$ cat src/rtl/mem_port_arbiter.sv
// mem_port_arbiter: serialises fetch and load/store traffic onto one SRAM port.
// Define ARB_ROUND_ROBIN_EN to alternate contended grants instead of data-first.
module mem_port_arbiter #(
  parameter int RD_LAT = 1
) (
  input  logic        clk,
  input  logic        resetn,
  input  logic        inst_req,
  input  logic [31:0] inst_addr,
  output logic        inst_addr_ok,
  output logic        inst_data_ok,
  output logic [31:0] inst_rdata,
  input  logic        data_req,
  input  logic [3:0]  data_wen,
  input  logic [31:0] data_addr,
  input  logic [31:0] data_wdata,
  output logic        data_addr_ok,
  output logic        data_data_ok,
  output logic [31:0] data_rdata,
  output logic        mem_en,
  output logic [3:0]  mem_wen,
  output logic [31:0] mem_addr,
  output logic [31:0] mem_wdata,
  input  logic [31:0] mem_rdata,
  output logic        stallreq
);

  typedef enum logic [1:0] {
    IDLE = 2'd0,
    WAIT = 2'd1,
    RESP = 2'd2
  } state_t;

  localparam logic [2:0] LAT_INIT = 3'(RD_LAT - 1);

  state_t      state;
  logic [2:0]  cnt;
  logic [31:0] resp_q;
  logic        owner_data;
  logic        ok_inst;
  logic        ok_data;

  logic can_acc;
  logic gnt_inst;
  logic gnt_data;
  logic gnt;
  logic gnt_wr;

  // Held in reset, nothing may be granted even if a req is high.
  assign can_acc = resetn & ((state == IDLE) | (state == RESP));

`ifdef ARB_ROUND_ROBIN_EN
  logic ptr_data;

  assign gnt_data = can_acc & data_req & (~inst_req | ptr_data);

  always_ff @(posedge clk) begin
    if (!resetn) begin
      ptr_data <= 1'b1;
    end else if (gnt & inst_req & data_req) begin
      ptr_data <= ~ptr_data;
    end
  end
`else
  assign gnt_data = can_acc & data_req;
`endif

  assign gnt_inst = can_acc & inst_req & ~gnt_data;
  assign gnt      = gnt_inst | gnt_data;
  assign gnt_wr   = gnt_data & (|data_wen);

  assign inst_addr_ok = gnt_inst;
  assign data_addr_ok = gnt_data;

  assign mem_en    = gnt;
  assign mem_wen   = gnt_data ? data_wen : 4'd0;
  assign mem_wdata = gnt_data ? data_wdata : 32'd0;
  assign mem_addr  = gnt_data ? data_addr :
                     gnt_inst ? inst_addr : 32'd0;

  assign inst_data_ok = ok_inst;
  assign data_data_ok = ok_data;
  assign inst_rdata   = resp_q;
  assign data_rdata   = resp_q;

  assign stallreq = inst_req | data_req | (state != IDLE);

  always_ff @(posedge clk) begin
    if (!resetn) begin
      state      <= IDLE;
      cnt        <= 3'd0;
      resp_q     <= 32'd0;
      owner_data <= 1'b0;
      ok_inst    <= 1'b0;
      ok_data    <= 1'b0;
    end else begin
      ok_inst <= 1'b0;
      ok_data <= 1'b0;
      unique case (state)
        IDLE, RESP: begin
          if (gnt) begin
            owner_data <= gnt_data;
            if (gnt_wr) begin
              state   <= RESP;
              ok_data <= 1'b1;
            end else begin
              state <= WAIT;
              cnt   <= LAT_INIT;
            end
          end else begin
            state <= IDLE;
          end
        end
        WAIT: begin
          if (cnt == 3'd0) begin
            resp_q  <= mem_rdata;
            state   <= RESP;
            ok_inst <= ~owner_data;
            ok_data <= owner_data;
          end else begin
            cnt <= cnt - 3'd1;
          end
        end
        default: begin
          state <= IDLE;
        end
      endcase
    end
  end

endmodule

$ cat config.mk
export PLATFORM = sky130hd
export DESIGN_NAME = mem_port_arbiter
export DESIGN_NICKNAME = d
export VERILOG_FILES = /design/src/rtl/mem_port_arbiter.sv
export SDC_FILE = /design/constraint.sdc
export NUM_CORES = 1
export LEC_CHECK = 0
export BUFFER_PORTS_ARGS = -buffer_cell sky130_fd_sc_hd__buf_2
export CORE_AREA = 2 2 106 108
export CTS_CLUSTER_DIAMETER = 150
export DETAILED_ROUTE_END_ITERATION = 7
export DIE_AREA = 0 0 108 110
export HOLD_SLACK_MARGIN = 0.03
export MAX_ROUTING_LAYER = met4
export PLACE_DENSITY = 0.68
export SLEW_MARGIN = 20
export SYNTH_ARGS = -nofsm -noshare
export SYNTH_HDL_FRONTEND = slang
export SYNTH_SLANG_ARGS = --single-unit
$ cat constraint.sdc
create_clock -name clk -period 3.6 [get_ports clk]
set_input_delay 0.72 -clock clk [delete_from_list [all_inputs] [get_ports clk]]
set_output_delay 0.72 -clock clk [all_outputs]
set_load 0.1 [all_outputs]
Yosys cells after proc, flatten, opt, wreduce, memory -nomap -nowiden
Index checks and enable logic that the tools add are counted.
Widths: inputs -> output; s select.
Storage, ports and cells
  register bits: 40
  input bits: 136
  output and inout port bits: 138
  word-level logic and storage cells: 50
Cells by class
  $add $sub $neg: 1
  equal/unequal tests: 6
  mux-type cells: 16
  bitwise logic cells: 11
  reductions and logical operators: 10
Operator list (count)
  $mux 32: 3
  $mux 3: 3
  $ne 2x2->1 const B: 4
  $mux 2: 3
  $pmux 3 s2: 1
  $and 1x1->1: 5
  $mux 4: 1
  $or 1x1->1: 4
  $pmux 2 s2: 1
  $reduce_and 2->1: 2
  $reduce_and 4->1: 1
  $reduce_bool 2->1: 2
  $reduce_or 4->1: 1
  $logic_not 3->1: 1
  $mux 1: 3
  $reduce_and 3->1: 1
  $sub 3x1->3 const B: 1
  $eq 2x1->1 const B: 1
  $eq 2x2->1 const B: 1
  $logic_not 2->1: 1
  $not 1->1: 2
  $pmux 1 s2: 1
  $reduce_or 2->1: 1

Logic depth before layout (Yosys ltp)
  word-level depth: 9
  mapped depth: 8
  mapped depth without buffers: 6

Least setup slack after synthesis
OpenSTA, ideal clock, no wires.
  path type: input -> output
  start point: in data_req
  end point: out mem_wdata[22]
  arrival time: 2.296 ns
  setup slack: 0.584 ns
  stages: 4
  cells stage by stage: and3b_1 > buf_4 > buf_2 > and2_1
Between the ends
  word-level cells in the longest chain between the ends: 2
RTL lines
  from (decl): line 13  | input logic data_req,
  $and 1x1->1: line 65  | assign gnt_data = can_acc & data_req;
  via data_addr_ok: line 17  | output logic data_addr_ok,
  $mux 32: line 77  | assign mem_wdata = gnt_data ? data_wdata : 32'd0;
  to (decl): line 23  | output logic [31:0] mem_wdata,
The timed path passes the listed nets, and every way through them passes these cells.

Final worst setup path
  start point: in resetn
  end point: out mem_wen[2]
Between the ends
  word-level cells in the longest chain between the ends: 3
RTL lines
  from (decl): line 7  | input logic resetn,
  $and 1x1->1: line 50  | assign can_acc = resetn & ((state == IDLE) | (state == RESP));
  $and 1x1->1: line 65
  $mux 4: line 76  | assign mem_wen = gnt_data ? data_wen : 4'd0;
  to (decl): line 21  | output logic [3:0] mem_wen,
No other way between the ends.

==> impl_metrics.json <==
{
  "outcome": "finished, final reports clean",
  "finalNetCount": 665,
  "fill_cells": 1138,
  "post_cts_resized": 0,
  "hold_buffers": 0,
  "clock_sink_count": 40,
  "drt_drc_violations_left": 0,
  "hold_viol_final": 0,
  "rows": 38,
  "yosysMostFrequentCell": "nand2_1",
  "cap_violations": 0,
  "ys_types": 26,
  "syn_nets": 433,
  "finalCriticalPeriod_ps": 2800,
  "vias": 2813,
  "async_flop_share": 0,
  "yosysSeqAreaShare": 0.340,
  "ys_warn_count": 0,
  "r2r_start": "cnt[0]",
  "antenna_found_initial": 0,
  "ys_seq_elements": 40,
  "grt_pass1_vias": 2466,
  "fin_crit_sh": 0.777,
  "syn_avg_cell_area_um2": 7.97,
  "tns_ps": 0,
  "fin_ws_ps": 804,
  "die-area_um2": 11900,
  "dr.pass1.iters": 4,
  "peakVddDrop_mv": 0.145,
  "finalClockSkew_ps": 11.1,
  "core_area_um2": 10700,
  "synth_top_family_by_area": "simple AND/OR/NAND/NOR gates",
  "hp-class": "reg2reg",
  "h-tree-depth": 2,
  "worstPathCellList": "buf_2 -> and3b_2 -> buf_12 -> and2_1 -> buf_2",
  "synth_area_leaders": "dfxtp_1 (34%), a22o_1 (12%), buf_4 (11%), nand2_1 (11%), and2_1 (9.8%)",
  "track_usage": 0.152,
  "start_util": 0.220,
  "clock_path_buffers": 2,
  "synthXorXnorAreaFrac": 0,
  "placedInstanceArea_um2": 4050,
  "critPathArrivalTime_ps": 2080,
  "grt_pass1_wl_mm": 13.5,
  "p_leak_nw": 2.16,
  "pin_count": 274,
  "synth_compound_area_frac": 0.212,
  "slowest_stage": "buf_2",
  "synth.mux.area_fraction": 0.00851,
  "max_freq_ghz": 0.358,
  "post_drt_wl_per_cell_um": 14.4,
  "synth_adder_area_share": 0.0106,
  "cpPeakStageDelay_ps": 420,
  "p_per_area_nw_per_um2": 413,
  "clk_latency_ps": 290,
  "slew_violations": 0,
  "grt_setup_unrepaired": "false",
  "die_h_um": 110,
  "maxSlewHeadroom": 0.478,
  "gp_congestion": 0.820,
  "cp_max_fo": 44,
  "grt_max_degree": 45,
  "area_growth_pct": 76.2,
  "r2r_end": "data_rdata[0]",
  "yosys.area.top_type_share": 0.340,
  "yosys-top-cells-count": "nand2_1 (68), dfxtp_1 (40), and2_1 (37)",
  "reg2reg_depth": 7,
  "p_total_mw": 1.71,
  "end_kind": "output port",
  "synth-simple-area-share": 0.259,
  "cts.root.buffer_cell": "clkbuf_8",
  "setup_viol": 0,
  "cp.required_ps": 2880,
  "drt-initial-drc-count": 141,
  "overflow": 0,
  "cts_setup_buffers": 0,
  "cp_common_cell": "buf_2",
  "hold_end": "cnt[2]",
  "finalCoreUtilization": 0.387,
  "postRouteAntennaNets": 0,
  "hpwl_mm": 7.72,
  "rrSetupSlack_ps": 1590,
  "start_kind": "input port",
  "critPathKind": "in2out",
  "clk_pin_slew_ps": 80,
  "synth.cell_area_um2": 2350,
  "hold_depth": 2,
  "vias_per_cell": 4.21,
  "num_antenna_cells": 0,
  "worstMarginPinSlew_ps": 781,
  "drt_wl_total_mm": 9.61,
  "dpl_worst_slack_ps": 808,
  "final_area_um2": 4150,
  "synth_largest_area_cell": "dfxtp_1",
  "port_buffers": 273,
  "synthFlopType": "dfxtp_1",
  "cts_tree": "built",
  "synthCells": 295,
  "synth_edf_count": 0,
  "die_x_um": 108,
  "cts_buffers": 5,
  "layout-drive-gt1-share": 0.555,
  "hp-start": "cnt[2]"
}
[routing by layer]
layer	vias up	track usage	routed length (µm)
met5	-	-	0
met4	0	0.0247	45
met3	4	0.0347	804
met2	133	0.264	4790
met1	1260	0.183	3970
li1	1416	-	-
[cell families (layout without fill, tap and decap cells)]
kind of cell,after synthesis,count (layout)
buf+inv,58,291
mux,2,2
compound gates,70,70
simple gates,123,123
flops,40,40
fa+ha+maj,2,2
[cell usage in the layout (no fill, tap or decap), drive strengths merged]
cell	instances
a211oi	1
a21oi	34
a22o	32
and2	37
and3b	1
buf	279
clkbuf	6
clkinvlp	2
dfxtp	40
ha	2
inv	4
mux2i	2
nand2	68
nand2b	2
nor2	7
nor2b	1
nor3	3
nor3b	1
o21ai	1
o22a	1
o41a	1
or3	3
[worst max path at each step]
stage,endpoint,from
after floorplan,mem_wdata[22],data_req
after global placement,mem_wdata[27],resetn
after detailed placement,mem_wen[0],resetn
after CTS,mem_wen[2],resetn
after global routing,mem_wdata[2],resetn
final,mem_wen[2],resetn
[registers in the layout, indices dropped and copies added, names as in the netlist]
register,flops
inst_data_ok,1
data_rdata,32
owner_data,1
cnt,3
data_data_ok,1
state,2
[stage by stage]
step | hold WS, ps | cells
after detailed placement | 458 | 660
after global placement | 454 | 660
after global routing | 491 | 668
final | 468 | 668
after floorplan | 426 | 295
after CTS | 471 | 668
[critical path: cells and delay by family]
kind | cells | cell delay [ps]
buffers and inverters | 3 | 800
AND/OR/NAND/NOR | 2 | 550
[power breakdown]
part           total [mW]  switching (mW)  internal, mW
sequential          0.477          0.0149         0.462
combinational       0.910           0.687         0.223
clock               0.323           0.168         0.155
total                1.71           0.870         0.840
[layout make-up]
class / count / area [µm²] / area share
tap: 140 / 175 / 0.0423
clock inverter: 2 / 15.0 / 0.00362
multi-input combinational: 197 / 1150 / 0.278
timing repair buffer: 279 / 1900 / 0.459
clock buffer: 6 / 82.6 / 0.0199
inverter: 4 / 15.0 / 0.00362
sequential: 40 / 801 / 0.193
No activity file was read; power rests on OpenSTA's default activity.
